<file path="src/rtl/pattern_tx_pkg.sv">
// Shared types and default sizing for the serial pattern transmitter.
// Optional feature macro: PATTERN_SERIAL_TX_PARITY_EN (even-parity bit per frame).
package pattern_tx_pkg;

    // Transmitter FSM states
    typedef enum logic [1:0] {
        S_IDLE  = 2'd0,
        S_SHIFT = 2'd1,
        S_GAP   = 2'd2,
        S_DONE  = 2'd3
    } tx_state_t;

    localparam int DEF_WIDTH = 8;
    localparam int DEF_GAP   = 2;
    localparam int DEF_CNTW  = 4;

endpackage

</file>
<file path="src/rtl/pattern_shreg.sv">
// Loadable left-shift register; exposes its MSB as the serial bit.
module pattern_shreg
    import pattern_tx_pkg::*;
#(
    parameter int WIDTH = DEF_WIDTH
) (
    input  logic             clk,
    input  logic             rst_n,
    input  logic             load,
    input  logic             shift,
    input  logic [WIDTH-1:0] din,
    output logic             msb
);

    logic [WIDTH-1:0] q;

    // Load has priority over shift; zeros enter at the LSB end
    always_ff @(posedge clk or negedge rst_n) begin
        if (!rst_n) begin
            q <= '0;
        end else if (load) begin
            q <= din;
        end else if (shift) begin
            q <= {q[WIDTH-2:0], 1'b0};
        end
    end

    assign msb = q[WIDTH-1];

endmodule

</file>
<file path="src/rtl/pattern_serial_tx.sv">
// Serial pattern transmitter: sends a latched pattern MSB-first on w,
// repeated repeat_count times with GAP idle cycles between frames.
// Moore outputs decoded from registered state only.
// Optional feature macro: PATTERN_SERIAL_TX_PARITY_EN appends an even-parity bit.
module pattern_serial_tx
    import pattern_tx_pkg::*;
#(
    parameter int WIDTH = DEF_WIDTH,
    parameter int GAP   = DEF_GAP,
    parameter int CNTW  = DEF_CNTW
) (
    input  logic             Clock,
    input  logic             Resetn,
    input  logic             start,
    input  logic [WIDTH-1:0] pattern,
    input  logic [CNTW-1:0]  repeat_count,
    output logic             w,
    output logic             w_valid,
    output logic             busy,
    output logic             done
);

`ifdef PATTERN_SERIAL_TX_PARITY_EN
    localparam int FRAME = WIDTH + 1;
`else
    localparam int FRAME = WIDTH;
`endif
    localparam int BW = $clog2(WIDTH + 1);
    localparam int GW = (GAP > 1) ? $clog2(GAP) : 1;
    localparam logic [BW-1:0] LAST_BIT = BW'(FRAME - 1);
    localparam logic [GW-1:0] LAST_GAP = GW'((GAP > 0) ? GAP - 1 : 0);

    tx_state_t        state, state_d;
    logic [BW-1:0]    bit_cnt, bit_cnt_d;
    logic [CNTW-1:0]  reps_left, reps_left_d;
    logic [GW-1:0]    gap_cnt, gap_cnt_d;
    logic [WIDTH-1:0] pat_q, pat_d;

    logic             sh_load;
    logic             sh_shift;
    logic [WIDTH-1:0] sh_din;
    logic             sh_msb;
    logic             tx_bit;

    pattern_shreg #(
        .WIDTH(WIDTH)
    ) u_shreg (
        .clk  (Clock),
        .rst_n(Resetn),
        .load (sh_load),
        .shift(sh_shift),
        .din  (sh_din),
        .msb  (sh_msb)
    );

    // State and counter registers
    always_ff @(posedge Clock or negedge Resetn) begin
        if (!Resetn) begin
            state     <= S_IDLE;
            bit_cnt   <= '0;
            reps_left <= '0;
            gap_cnt   <= '0;
            pat_q     <= '0;
        end else begin
            state     <= state_d;
            bit_cnt   <= bit_cnt_d;
            reps_left <= reps_left_d;
            gap_cnt   <= gap_cnt_d;
            pat_q     <= pat_d;
        end
    end

    // Next-state, counter updates and shift-register control
    always_comb begin
        state_d     = state;
        bit_cnt_d   = bit_cnt;
        reps_left_d = reps_left;
        gap_cnt_d   = gap_cnt;
        pat_d       = pat_q;
        sh_load     = 1'b0;
        sh_shift    = 1'b0;
        sh_din      = pat_q;

        case (state)
            S_IDLE: begin
                if (start) begin
                    pat_d       = pattern;
                    sh_din      = pattern;
                    sh_load     = 1'b1;
                    reps_left_d = (repeat_count == '0) ? CNTW'(1) : repeat_count;
                    bit_cnt_d   = '0;
                    state_d     = S_SHIFT;
                end
            end
            S_SHIFT: begin
                sh_shift  = 1'b1;
                bit_cnt_d = bit_cnt + 1'b1;
                if (bit_cnt == LAST_BIT) begin
                    bit_cnt_d = '0;
                    if (reps_left > CNTW'(1)) begin
                        reps_left_d = reps_left - 1'b1;
                        // Reload on leaving the frame rather than at the end of
                        // the gap: w is masked during GAP, so the stream is the same
                        sh_load = 1'b1;
                        if (GAP == 0) begin
                            state_d = S_SHIFT;
                        end else begin
                            gap_cnt_d = '0;
                            state_d   = S_GAP;
                        end
                    end else begin
                        state_d = S_DONE;
                    end
                end
            end
            S_GAP: begin
                gap_cnt_d = gap_cnt + 1'b1;
                if (gap_cnt == LAST_GAP) begin
                    gap_cnt_d = '0;
                    bit_cnt_d = '0;
                    state_d   = S_SHIFT;
                end
            end
            S_DONE: begin
                state_d = S_IDLE;
            end
            default: begin
                state_d = S_IDLE;
            end
        endcase
    end

    // Moore output decode from registered state
    always_comb begin
`ifdef PATTERN_SERIAL_TX_PARITY_EN
        tx_bit = (bit_cnt == BW'(WIDTH)) ? ^pat_q : sh_msb;
`else
        tx_bit = sh_msb;
`endif
        busy    = (state != S_IDLE);
        done    = (state == S_DONE);
        w_valid = (state == S_SHIFT);
        w       = w_valid & tx_bit;
    end

endmodule

</file>
<file path="config.mk">
export PLATFORM = sky130hd
export DESIGN_NAME = pattern_serial_tx
export DESIGN_NICKNAME = d
export VERILOG_FILES = /design/src/rtl/pattern_tx_pkg.sv /design/src/rtl/pattern_shreg.sv /design/src/rtl/pattern_serial_tx.sv
export SDC_FILE = /design/constraint.sdc
export NUM_CORES = 1
export LEC_CHECK = 0
export ABC_AREA = 1
export BUFFER_PORTS_ARGS = -buffer_cell sky130_fd_sc_hd__buf_2
export CELL_PAD_IN_SITES_DETAIL_PLACEMENT = 1
export CELL_PAD_IN_SITES_GLOBAL_PLACEMENT = 1
export CORE_MARGIN = 3
export CORE_UTILIZATION = 45
export CTS_BUF_LIST = sky130_fd_sc_hd__clkbuf_16
export DETAILED_ROUTE_END_ITERATION = 6
export PLACE_DENSITY_LB_ADDON = 0.15
export SYNTH_ARGS = -nofsm -noshare
export SYNTH_HDL_FRONTEND = slang
export SYNTH_SLANG_ARGS = --single-unit
</file>
<file path="constraint.sdc">
create_clock -name Clock -period 2.3 [get_ports Clock]
set_input_delay 0.46 -clock Clock [delete_from_list [all_inputs] [get_ports Clock]]
set_output_delay 0.46 -clock Clock [all_outputs]
set_load 0.02 [all_outputs]
</file>
-- Yosys cells after proc, flatten, opt, wreduce, memory -nomap -nowiden
Index checks and enable logic that the tools add are counted.
- logic and storage cells: 57
- register bits: 27
- output and inout port bits: 4
- input port bits: 15
- reductions and logical operators: 11
- magnitude comparators: 1
- $add $sub $neg: 3
- equality and inequality tests: 8
- bitwise operators: 1
- multiplexer cells: 27
- operator list (kind ; number):
    $mux W8 ; 4
    $mux W4 ; 7
    $pmux W4 S3 ; 1
    $reduce_and A3 Y1 ; 3
    $mux W1 ; 8
    $pmux W2 S4 ; 1
    $pmux W4 S2 ; 1
    $reduce_bool A2 Y1 ; 4
    $mux W2 ; 3
    $add A4 B1 Y4 const B ; 1
    $eq A2 B2 Y1 const B ; 2
    $eq A4 B3 Y1 const B ; 1
    $gt A4 B1 Y1 const B ; 1
    $logic_not A4 Y1 ; 1
    $ne A2 B1 Y1 const B ; 2
    $ne A2 B2 Y1 const B ; 2
    $pmux W1 S2 ; 2
    $reduce_and A4 Y1 ; 1
    $sub A4 B1 Y4 const B ; 1
    $reduce_bool A3 Y1 ; 1
    $eq A2 B1 Y1 const B ; 1
    $logic_not A2 Y1 ; 1
    $add A1 B1 Y1 const B ; 1
    $and A1 B1 Y1 ; 1

-- Logic depth before layout (Yosys ltp)
- word-level depth: 5
- depth in mapped cells: 10
- depth with buffers taken out: 10

-- Cells and area by module
A second synthesis with hierarchy kept.
- cells, all modules: 159
- area, all modules: 1385.1 µm²
- by module, submodules not included (module ; area each (µm²) ; sequential area each (µm²) ; instances ; cells an instance):
    pattern_serial_tx ; 1008.5 ; 475.5 ; 1 ; 116
    pattern_shreg ; 376.6 ; 200.2 ; 1 ; 43

-- Least setup slack after synthesis
No wires, ideal clock.
- kind: register -> output
- start: reg state[1]
- end: out w
- buffers on the path: 1
- stages on the path, launching flop included: 5
- path slack: 712 ps
- data required time: 1840 ps
- data arrival time: 1128 ps
- cell sequence: dfrtp_1 > nor2_8 > inv_2 > buf_6 > nor2_1
- word-level cells in the longest chain between the ends: 2
- ends and longest elaborated chain (item ; line ; source):
    start: declaration ; pattern_serial_tx.sv:33 ; tx_state_t state, state_d;
    start signal: assignment ; pattern_serial_tx.sv:65 ; state <= state_d;
    $eq A2 B1 Y1 ; pattern_serial_tx.sv:142 ; w_valid = (state == S_SHIFT);
    $and A1 B1 Y1 ; pattern_serial_tx.sv:143 ; w = w_valid & tx_bit;
    end: declaration ; pattern_serial_tx.sv:17 ; output logic w,
No other way between the ends.

-- Worst setup path in the final report
- start: reg state[0]
- end: out w
Same word-level chain as after synthesis.

==> impl_metrics.env <==
export IMPL_pre_cts_slack_ns=0.595
export IMPL_crit_required_ns=1.84
export IMPL_fmax_mhz=501
export IMPL_final_util_pct=54.1
export IMPL_worst_skew_pair_late_latency_ns=0.27
export IMPL_drt_antenna_violating_nets=0
export IMPL_grt_pass1_wl_um=6440
export IMPL_min_period_over_period_pct=86.7
export IMPL_gp_congestion=0.815
export IMPL_cts_buffers_inserted=3
export IMPL_slew_limit_headroom_pct=57.1
export IMPL_synthesis_instances=195
export IMPL_buffer_ports_inserted=18
export IMPL_cts_htree_levels=1
export IMPL_die_y_extent_um=64.4
export IMPL_synthesis_yosys_warnings=0
export IMPL_grt_setup_unrepaired="false"
export IMPL_final_max_tran_viols=0
export IMPL_startpoint_types="register"
export IMPL_power_total_mw=2.28
export IMPL_tns_ns=0
export IMPL_groute_usage_overall_pct=20.0
export IMPL_root_buffer="sky130_fd_sc_hd__clkbuf_16"
export IMPL_irDropWorstVdd_mv=0.415
export IMPL_global_route_overflow_total=0
export IMPL_post_place_cells=253
export IMPL_dr_first_iter_drc_count=65
export IMPL_drcViolationCount=0
export IMPL_die_area_um2=4150
export IMPL_std_cell_rows=20
export IMPL_worstMarginPinSlew_ns=0.643
export IMPL_layout_nets=232
export IMPL_clock_sinks=27
export IMPL_placement_cell_area_um2=1630
export IMPL_outcome="finished clean"
export IMPL_postRouteWirelength_um=3470
export IMPL_detailroute_via_count=1266
export IMPL_hold_ws_ns=0.211
export IMPL_hold_viol=0
export IMPL_worst_path_clk_slew_ns=0.07
export IMPL_via_count_of_the_first_global_routing_pass=1458
export IMPL_cap_violations=0
export IMPL_initial_utilization_pct=48.7
export IMPL_postcts_resize_cnt=0
export IMPL_syn_avg_cell_area_um2=7.88
export IMPL_synth_seq_area_share_pct=44.0
export IMPL_post_cts_hold_buffer_count=0
export IMPL_netlist_cell_type_count=24
export IMPL_postCtsSetupBuffers=0
export IMPL_setup_slack_of_the_critical_path_after_layout_ns=0.306
export IMPL_die_w_um=64.4
export IMPL_grt_antenna_before_repair=0
export IMPL_worst_setup_path_end_kind="primary output"
export IMPL_grt_max_degree=28
export IMPL_count_of_tritonroute_iterations_in_the_first_routing_pass=4
export IMPL_place_detailed_hpwl_um=2560
export IMPL_synthesis_area_um2=1540
export IMPL_core_area_um2=3150
export IMPL_min_delay_path_class="in -> async"
export IMPL_fin_skew_ns=0.00815
export IMPL_areaGrowthSynthToFinish_pct=11.1
export IMPL_final_antenna_diode_count=0
export IMPL_post_drt_via_cell_ratio=4.93
export IMPL_setup_viol=0
export IMPL_finalNonFillerCells=257
export IMPL_cts_max_path_buffers=2
export IMPL_timing_critical_path_arrival_ns=1.53
export IMPL_cts_tree="done"
export IMPL_synth_net_count=213
export IMPL_design_portCount=19
export IMPL_drive_gt1_share_pct=22.1
export IMPL_maximum_fanout_encountered_on_the_critical_timing_path=15
export IMPL_finalInstanceArea_um2=1710
export IMPL_routed_wire_per_std_cell_um=13.5
export IMPL_criticalPathCategory="reg -> out"
export IMPL_synth_ff_latch_count=27
export IMPL_power_density_nw_per_um2=1330
export IMPL_period_minus_slack_ns=1.99
export IMPL_power_leakage_nw=0.963
Yosys cell counts:
cell | number | area, µm²
sky130_fd_sc_hd__inv_1 | 24 | 90.1
sky130_fd_sc_hd__nand2_4 | 2 | 22.5
sky130_fd_sc_hd__buf_12 | 1 | 20.0
sky130_fd_sc_hd__nor2_4 | 1 | 11.3
sky130_fd_sc_hd__nand2_1 | 70 | 263
sky130_fd_sc_hd__o211ai_1 | 1 | 7.51
sky130_fd_sc_hd__nor2_2 | 2 | 12.5
sky130_fd_sc_hd__nand4_1 | 1 | 6.26
sky130_fd_sc_hd__nand3_4 | 1 | 17.5
sky130_fd_sc_hd__nand2_2 | 8 | 50.1
sky130_fd_sc_hd__nand3_2 | 7 | 70.1
sky130_fd_sc_hd__nor2_1 | 14 | 52.6
sky130_fd_sc_hd__o21ai_0 | 9 | 45.0
sky130_fd_sc_hd__nor2_8 | 1 | 20.0
sky130_fd_sc_hd__nand3_1 | 12 | 60.1
sky130_fd_sc_hd__nand3b_1 | 1 | 7.51
sky130_fd_sc_hd__ha_1 | 3 | 37.5
sky130_fd_sc_hd__dfrtp_1 | 27 | 676
sky130_fd_sc_hd__a21oi_1 | 1 | 5.00
sky130_fd_sc_hd__o22ai_1 | 1 | 6.26
sky130_fd_sc_hd__inv_2 | 3 | 11.3
sky130_fd_sc_hd__o21ai_1 | 1 | 5.00
sky130_fd_sc_hd__buf_6 | 3 | 33.8
sky130_fd_sc_hd__or2_2 | 1 | 6.26
cells by family (layout without fill, tap and decap cells):
logic type               after synthesis  in the layout  share of synthesized area [%]
adder cells (fa/ha/maj)                3              3                           2.44
AO/OA/AOI/OAI                         13             13                           4.48
buffers and inverters                 31             49                           10.1
flip-flops                            27             27                           44.0
AND/OR/NAND/NOR                      121            121                           39.0
path summary, 6_finish.rpt:
| path | endpoint | from | slack (ns) | depth (start not counted) |
|---|---|---|---|---|
| min in group Clock | pat_q[0] | pattern[0] | 0.42 | 3 |
| worst max register to register | u_shreg.q[6] | reps_left[0] | 0.69 | 10 |
| worst max-delay path | w | state[0] | 0.31 | 5 |
| worst min-delay path | reps_left[2] | Resetn | 0.21 | 1 |
| max in group asynchronous | bit_cnt[3] | Resetn | 1.67 | 1 |
| worst min register to register | pat_q[0] | pat_q[0] | 0.48 | 2 |
placed cells by master, fill, tap and decap left out:
master / n
sky130_fd_sc_hd__nor2_8: 1
sky130_fd_sc_hd__nand3_2: 7
sky130_fd_sc_hd__o22ai_1: 1
sky130_fd_sc_hd__nand4_1: 1
sky130_fd_sc_hd__o21ai_1: 1
sky130_fd_sc_hd__nand2_1: 70
sky130_fd_sc_hd__nand2_2: 8
sky130_fd_sc_hd__or2_2: 1
sky130_fd_sc_hd__inv_2: 3
sky130_fd_sc_hd__dfrtp_1: 27
sky130_fd_sc_hd__nand2_4: 2
sky130_fd_sc_hd__nand3_1: 12
sky130_fd_sc_hd__buf_2: 18
sky130_fd_sc_hd__o211ai_1: 1
sky130_fd_sc_hd__inv_1: 25
sky130_fd_sc_hd__clkbuf_16: 3
sky130_fd_sc_hd__nor2_4: 1
sky130_fd_sc_hd__nand3_4: 1
sky130_fd_sc_hd__nand3b_1: 1
sky130_fd_sc_hd__nor2_1: 14
sky130_fd_sc_hd__o21ai_0: 9
sky130_fd_sc_hd__a21oi_1: 1
sky130_fd_sc_hd__nor2_2: 2
sky130_fd_sc_hd__ha_1: 3
report_power, final:
group | total, mW | leakage (nW) | switching [mW] | internal, mW
Clock | 0.403 | 0.0423 | 0.169 | 0.233
Combinational | 1.08 | 0.573 | 0.727 | 0.357
Sequential | 0.789 | 0.348 | 0.136 | 0.652
Total | 2.28 | 0.963 | 1.03 | 1.24
state kept, by name, indices dropped and copies added (netlist names):
name / cells
bit_cnt: 4
gap_cnt: 1
pat_q: 8
reps_left: 4
state: 2
u_shreg.q: 8
final cells by class:
| cell class | count | area, µm² |
|---|---|---|
| Fill cell | 440 | 1450 |
| Multi-Input combinational cell | 137 | 706 |
| Sequential cell | 27 | 676 |
| Inverter | 27 | 101 |
| Timing Repair Buffer | 18 | 90.1 |
| Clock buffer | 3 | 75.1 |
| Tap cell | 44 | 55.1 |
| Clock inverter | 1 | 3.75 |
layer usage:
layer  wire length, µm  part of all wire, %  vias up  global-route usage [%]
met2              1790                   51       16                    37.0
met4                46                  1.3        0                    6.33
li1                  -                    -      637                       -
met5                 0                    0        -                       0
met3                99                  2.9        5                    3.47
met1              1540                   44      608                    23.3
worst max-delay path, stage by stage, from the launching register on:
cell and delay (ns):
sky130_fd_sc_hd__dfrtp_1 0.44, sky130_fd_sc_hd__inv_2 0.10, sky130_fd_sc_hd__nor2_8 0.24, sky130_fd_sc_hd__inv_2 0.17, sky130_fd_sc_hd__nor2_1 0.12, sky130_fd_sc_hd__buf_2 0.18
Power figures use the tool's default switching activity.
